===== src/rtl/fetch_unit.sv =====
// Instruction fetch stage: issues word addresses to the unified memory, captures
// returned words with their PC into a small prefetch FIFO, and handles redirects.
module fetch_unit #(
    parameter logic [15:0] RESET_PC   = 16'h0000,
    parameter int          FIFO_DEPTH = 2
) (
    input  logic        clk,
    input  logic        rst_n,
    input  logic        hold,
    input  logic        redirect,
    input  logic [15:0] redirect_pc,
    output logic [15:0] mem_addr,
    input  logic [15:0] mem_data,
    input  logic        mem_ready,
    output logic [15:0] instr,
    output logic [15:0] instr_pc,
    output logic        instr_valid,
    input  logic        instr_ready,
    output logic [15:0] pc,
    output logic        busy
);

    localparam int PW = (FIFO_DEPTH > 1) ? $clog2(FIFO_DEPTH) : 1;
    localparam int CW = PW + 1;
    localparam logic [CW-1:0] DEPTH_C = CW'(FIFO_DEPTH);

    typedef enum logic [1:0] {
        ST_IDLE   = 2'd0,
        ST_SETTLE = 2'd1,
        ST_WAIT   = 2'd2
    } state_e;

    state_e          state_q, state_d;
    logic [15:0]     pc_q, pc_d;
    logic [15:0]     mem_addr_q, mem_addr_d;
    logic [CW-1:0]   count_q, count_d;
    logic [PW-1:0]   wr_ptr_q, wr_ptr_d;
    logic [PW-1:0]   rd_ptr_q, rd_ptr_d;
    logic [15:0]     fifo_word_q [FIFO_DEPTH];
    logic [15:0]     fifo_pc_q   [FIFO_DEPTH];

    logic            push_s;
    logic            pop_s;
    logic            wr_en_s;
    logic [CW-1:0]   next_count_s;

    assign instr_valid = (count_q != {CW{1'b0}});
    assign instr       = fifo_word_q[rd_ptr_q];
    assign instr_pc    = fifo_pc_q[rd_ptr_q];
    assign mem_addr    = mem_addr_q;
    assign pc          = pc_q;
    assign busy        = (state_q != ST_IDLE);

    // Next-state logic: fetch sequencing, FIFO bookkeeping and redirect priority.
    always_comb begin
        state_d      = state_q;
        pc_d         = pc_q;
        mem_addr_d   = mem_addr_q;
        count_d      = count_q;
        wr_ptr_d     = wr_ptr_q;
        rd_ptr_d     = rd_ptr_q;
        push_s       = 1'b0;
        wr_en_s      = 1'b0;
        pop_s        = instr_valid && instr_ready;
        next_count_s = count_q;

        if (redirect) begin
            // Flush everything; any push or pop this cycle is dropped.
            pc_d     = redirect_pc;
            state_d  = ST_IDLE;
            count_d  = {CW{1'b0}};
            wr_ptr_d = {PW{1'b0}};
            rd_ptr_d = {PW{1'b0}};
        end else begin
            push_s = (state_q == ST_WAIT) && mem_ready;
            next_count_s = count_q + {{(CW-1){1'b0}}, push_s} - {{(CW-1){1'b0}}, pop_s};

            case (state_q)
                ST_IDLE: begin
                    if ((count_q < DEPTH_C) && !hold) begin
                        mem_addr_d = pc_q;
                        state_d    = ST_SETTLE;
                    end else begin
                        state_d    = ST_IDLE;
                    end
                end
                ST_SETTLE: begin
                    state_d = ST_WAIT;
                end
                ST_WAIT: begin
                    if (mem_ready) begin
                        pc_d = pc_q + 16'd1;
                        if ((next_count_s < DEPTH_C) && !hold) begin
                            mem_addr_d = pc_q + 16'd1;
                            state_d    = ST_SETTLE;
                        end else begin
                            state_d    = ST_IDLE;
                        end
                    end else begin
                        state_d = ST_WAIT;
                    end
                end
                default: begin
                    state_d = ST_IDLE;
                end
            endcase

            wr_en_s  = push_s;
            count_d  = next_count_s;
            wr_ptr_d = wr_ptr_q + {{(PW-1){1'b0}}, push_s};
            rd_ptr_d = rd_ptr_q + {{(PW-1){1'b0}}, pop_s};
        end
    end

    // State, pointer and FIFO storage registers.
    always_ff @(posedge clk or negedge rst_n) begin
        if (!rst_n) begin
            state_q    <= ST_IDLE;
            pc_q       <= RESET_PC;
            mem_addr_q <= RESET_PC;
            count_q    <= {CW{1'b0}};
            wr_ptr_q   <= {PW{1'b0}};
            rd_ptr_q   <= {PW{1'b0}};
            for (int i = 0; i < FIFO_DEPTH; i++) begin
                fifo_word_q[i] <= 16'h0000;
                fifo_pc_q[i]   <= 16'h0000;
            end
        end else begin
            state_q    <= state_d;
            pc_q       <= pc_d;
            mem_addr_q <= mem_addr_d;
            count_q    <= count_d;
            wr_ptr_q   <= wr_ptr_d;
            rd_ptr_q   <= rd_ptr_d;
            if (wr_en_s) begin
                fifo_word_q[wr_ptr_q] <= mem_data;
                fifo_pc_q[wr_ptr_q]   <= pc_q;
            end
        end
    end

endmodule


===== config.mk =====
export PLATFORM = sky130hd
export DESIGN_NAME = fetch_unit
export DESIGN_NICKNAME = d
export VERILOG_FILES = /design/src/rtl/fetch_unit.sv
export SDC_FILE = /design/constraint.sdc
export NUM_CORES = 1
export LEC_CHECK = 0
export BUFFER_PORTS_ARGS = -buffer_cell sky130_fd_sc_hd__buf_4
export CORE_MARGIN = 2
export CORE_UTILIZATION = 45
export CTS_BUF_LIST = sky130_fd_sc_hd__clkbuf_8
export DETAILED_ROUTE_END_ITERATION = 10
export HOLD_SLACK_MARGIN = 0.1
export PLACE_DENSITY = 0.7
export SLEW_MARGIN = 25
export SYNTH_ARGS = -nofsm -noshare
export SYNTH_HDL_FRONTEND = slang
export SYNTH_SLANG_ARGS = --single-unit

===== constraint.sdc =====
create_clock -name clk -period 5.11 [get_ports clk]
set_clock_uncertainty 0.05 [all_clocks]
set_input_delay 1.022 -clock clk [delete_from_list [all_inputs] [get_ports clk]]
set_output_delay 1.022 -clock clk [all_outputs]
set_load 0.02 [all_outputs]

Word level (Yosys, flattened, before mapping)
Index checks and enable logic that the tools add are counted.
- register bits after elaboration: 102
- input port bits: 38
- output and inout bits: 66
- word-level logic and storage cells: 68
- add/subtract/negate cells: 5
- $lt $le $gt $ge: 5
- equality and inequality tests: 5
- muxes and demuxes: 26
- bitwise operators: 3
- reduce and logical (&&, ||, !) cells: 14
- operators by type and width (kind ; number):
    $mux 16 ; 13
    $bwmux 32 ; 2
    $pmux 16 s2 ; 1
    $add 16x1->16 const B ; 1
    $demux 16 s1 ; 1
    $reduce_bool 2->1 ; 5
    $mux 2 ; 3
    $pmux 2 s3 ; 1
    $logic_and 1x1->1 ; 5
    $mux 1 ; 5
    $reduce_and 5->1 ; 1
    $ge 2x2->1 const B ; 2
    $lt 2x2->1 const B ; 2
    $ne 2x2->1 const B ; 2
    $not 1->2 ; 2
    $add 1x1->1 ; 2
    $add 2x1->2 ; 1
    $eq 2x1->1 const B ; 1
    $eq 2x2->1 const B ; 1
    $logic_not 2->1 ; 1
    $lt 2x1->1 const B ; 1
    $ne 2x1->1 const B ; 1
    $reduce_and 2->1 ; 1
    $sub 2x1->2 ; 1
    other kinds (2) ; 2

Logic depth before layout (Yosys ltp)
- word-level depth: 10
- depth in mapped cells: 13

Least setup slack after synthesis
Ideal clock, no wire load.
- kind: input port to flip-flop
- start point: input mem_ready
- end point: register mem_addr_q[10] (netlist: mem_addr[10])
- library setup time: 0.125 ns
- arrival time: 3.317 ns
- data required time: 4.935 ns
- path slack: 1.619 ns
- stages: 13
- path through: and3b_1 > buf_6 > inv_2 > buf_2 > ha_1 > inv_1 > ha_1 > xnor2_1 > o21ai_0 > and3_1 > buf_2 > buf_2 > mux2_2
- word-level cells in the longest chain between the ends: 7
- elaborated cells between the ends (all ways): 8
- those cells by class: add/sub (2); order compare (1); eq/ne (2); reduce/logical (3)
- ends and longest elaborated chain (what ; line ; RTL):
    from (decl) ; 14 ; input logic mem_ready,
    $logic_and 1x1->1 ; 75 ; push_s = (state_q == ST_WAIT) && mem_ready;
    $add 2x1->2 ; 76 ; next_count_s = count_q + {{(CW-1){1'b0}}, push_s} - {{(CW-1){1'b0}}, pop_s};
    $sub 2x1->2 ; 76 ;
    $lt 2x2->1 ; 93 ; if ((next_count_s < DEPTH_C) && !hold) begin
    $logic_and 1x1->1 ; 93 ;
    $ne 2x1->1 (no source line) ; n/a ;
    $reduce_and 5->1 (no source line) * ; n/a ;
    to (signal assigned) ; 131 ; mem_addr_q <= mem_addr_d;
    to (decl) ; 35 ; logic [15:0] mem_addr_q, mem_addr_d;
Every way passes the cells marked *; elsewhere a longest branch is shown, timed or not.
A chain may end at the register's enable or synchronous reset.

Worst setup path in the final report
- start point: input mem_ready
- end point: register mem_addr_q[2] (netlist: mem_addr[2])
Same word-level chain as after synthesis.

==> run metrics <==
sequential share of the synthesized area=between 50% and 60%; final hold slack=between 0.4 and 0.5 ns; most frequent cells in the layout=mux2_2, buf_4, dfrtp_1, xnor2_1, nand2_1; final worst path period share=between 70% and 80%; largest net degree at the start of global routing=73; min-delay worst type=reg2reg; final setup vio count=0; M1 GR Usage=roughly a quarter; maximum clock rate=between 200 and 300 MHz; CTS Buf Count=9; via count=between 3000 and 4000; Mean Syn Cell Area=around 12 um2; max cap viols=0; grt ovf=0; Hold Buf Count CTS=0; Final Max Slew Viols=0; unrepaired setup endpoints after global routing=no; placement row count=37; initial core utilization=about 47%; commonest non-fill, non-tap cell in the layout=mux2_2; Critical Path RT=~5.3 ns; CP Launch Type=primary input; grt met3 use=~3.8%; Clock Pin Slew Worst Setup and Hold Paths=around 0.1 ns; Net Sw Frac=between 30% and 40%; proportion of power drawn by combinational gates=40.4%; P_sw=slightly above 1 mW; Crit Path Class=in2reg; die area=11600 um2; vias per cell=approximately 5.3; Clk pwr share=a little under a fifth; Post-DP HPWL=7360 um; Die Width=roughly 110 um; syn nets=431; core area=approximately 10000 um2; CTS tree=yes; Worst Path Arrival=3.94 ns; CTS Buffer Depth=2; Post-Syn Instances=390; top cell type's share of synthesized area=a little over half; WL/cell=~17 um; Final GP Congestion=roughly 0.80; top post-synthesis cells by area=dfrtp_1, mux2_2, xnor2_1; Iteration-0 DRC Markers=approximately 140; # port buffers=~100; final wirelength=between 10000 and 15000 um; first-pass GRT wire length=16900 um; Synth Cell Area=4850 um2; diode count=0; fin nets=between 500 and 600; clock sink count=102; total power=around 2.9 mW; Slew HR=between 30% and 40%; All-Layer GR Usage=19.0%; Pre-antenna DRT Iters=4; Root Buffer=clkbuf_8; Reg power frac=between 40 and 50%; H-tree depth=3; Leak=approximately 2.8 nW; Area Overhead vs Synth=21.7%; Post-DRT Antenna Nets=0; Syn. warnings=0; final hold vios=0; #FFs+latches synth=a little over 100; initial antenna violation count=0; Cell variety after synth=37; crit path time final=3.73 ns; met2 GRT Util=a little under a third; Clk Latency, worst-skew pair=between 0.3 and 0.4 ns; run status=complete, no violations; DRC violations left=0; Peak VDD IR=around 0.00025 V; Post-CTS Resized=0; post-synth top area cell=dfrtp_1; vias in the first global route=3302; power density cells=487 nW/um2; worst-margin pin slew=approximately 0.95 ns; worst-path fanout max=17; global-route layer with the greatest usage=met2; total negative slack=0 ns; critical path capture point type=register; share of cells above drive strength 1=between 40% and 50%; io pins=roughly 100; Pint=approximately 1.9 mW; Setup Buffers After CTS=0; Die Y=~110 um
cell families after synthesis:
logic type	after synthesis	synth area share, %
adders and majority gates	3	0.774
and+or+nand+nor	82	9.21
AOI/OAI and AO/OA	31	3.69
DFF	102	52.6
buffers and inverters	35	3.28
muxes	110	25.5
xor gates and xnor gates	27	4.88
path summary, 6_finish.rpt:
path	from	end	slack (ns)	cells past startpoint
worst max-delay path	mem_ready	mem_addr[2]	1.38	10
worst min-delay path	fifo_pc_q[4]	fifo_pc_q[4]	0.44	2
worst max register to register	state_q[0]	mem_addr[2]	1.63	9
worst min register to register	fifo_pc_q[4]	fifo_pc_q[4]	0.44	2
max in group asynchronous	rst_n	pc[7]	3.39	2
min in group asynchronous	rst_n	fifo_word_q[0]	0.71	1
metal layers:
layer  up-vias  share of wire (%)
met5         -                  0
met4         0                1.5
met3        12                4.4
met2        80                 48
met1      1611                 46
li1       1558                  -
state kept, by name, summed over array words and instances, names as in the netlist:
| name | flops |
|---|---|
| fifo_pc_q | 32 |
| fifo_word_q | 32 |
| mem_addr | 16 |
| pc | 16 |
| count_q | 2 |
| state_q | 2 |
| rd_ptr_q | 1 |
| wr_ptr_q | 1 |
cell type report:
| class | instances | area [um2] |
|---|---|---|
| well taps | 136 | 170 |
| fillers | 890 | 4520 |
| multi-input cells | 253 | 2150 |
| repair buffers | 106 | 796 |
| flip-flops and latches | 102 | 2550 |
| inverters | 6 | 22.5 |
| clock inverters | 7 | 87.6 |
| clock buffers | 9 | 124 |
through the flow:
step	util [%]	std cells	setup slack (ns)	area, um2
4_1_cts	56.6	619	1.35	5900
6_report	56.6	619	1.38	5900
5_1_grt	56.6	619	1.21	5900
3_5_place_dp	54.6	603	0.955	5690
2_1_floorplan	-	390	1.62	4850
3_3_place_gp	54.6	603	1.11	5690
cells in the mapped netlist:
library cell  number
mux2_2           108
dfrtp_1          102
xnor2_1           21
nand2_1           20
o21ai_0           17
buf_2             14
clkbuf_1          12
nor2_1            12
nand3_1           11
nand4_1            9
a31oi_1            8
xor2_1             6
and3_1             5
inv_1              5
or4_1              4
and2_1             3
ha_1               3
nor3_1             3
or3_1              3
and4_1             2
clkbuf_2           2
nor4b_1            2
o211ai_1           2
o31ai_1            2
or2_2              2
a211o_1            1
a21oi_1            1
and3b_1            1
and4b_1            1
buf_6              1
inv_2              1
mux2_1             1
mux2i_1            1
nor2b_1            1
nor3_2             1
or2b_1             1
or3_4              1
worst max-delay path, stage by stage:
cell and delay [ns]:
buf_4 0.10, and3b_1 0.41, inv_2 0.20, ha_1 0.32
inv_1 0.04, ha_1 0.18, xnor2_1 0.16, o21ai_0 0.39
and3_1 0.70, mux2_2 0.41
power groups by stage:
stage          clock, mW  combinational (mW)  sequential (mW)
2_1_floorplan          0               0.678             1.20
3_3_place_gp           0                1.16             1.18
3_5_place_dp           0                1.17             1.20
4_1_cts            0.557                1.18             1.18
5_1_grt            0.596                1.24             1.21
6_report           0.537                1.16             1.18
(Power assumes the default switching activity.)
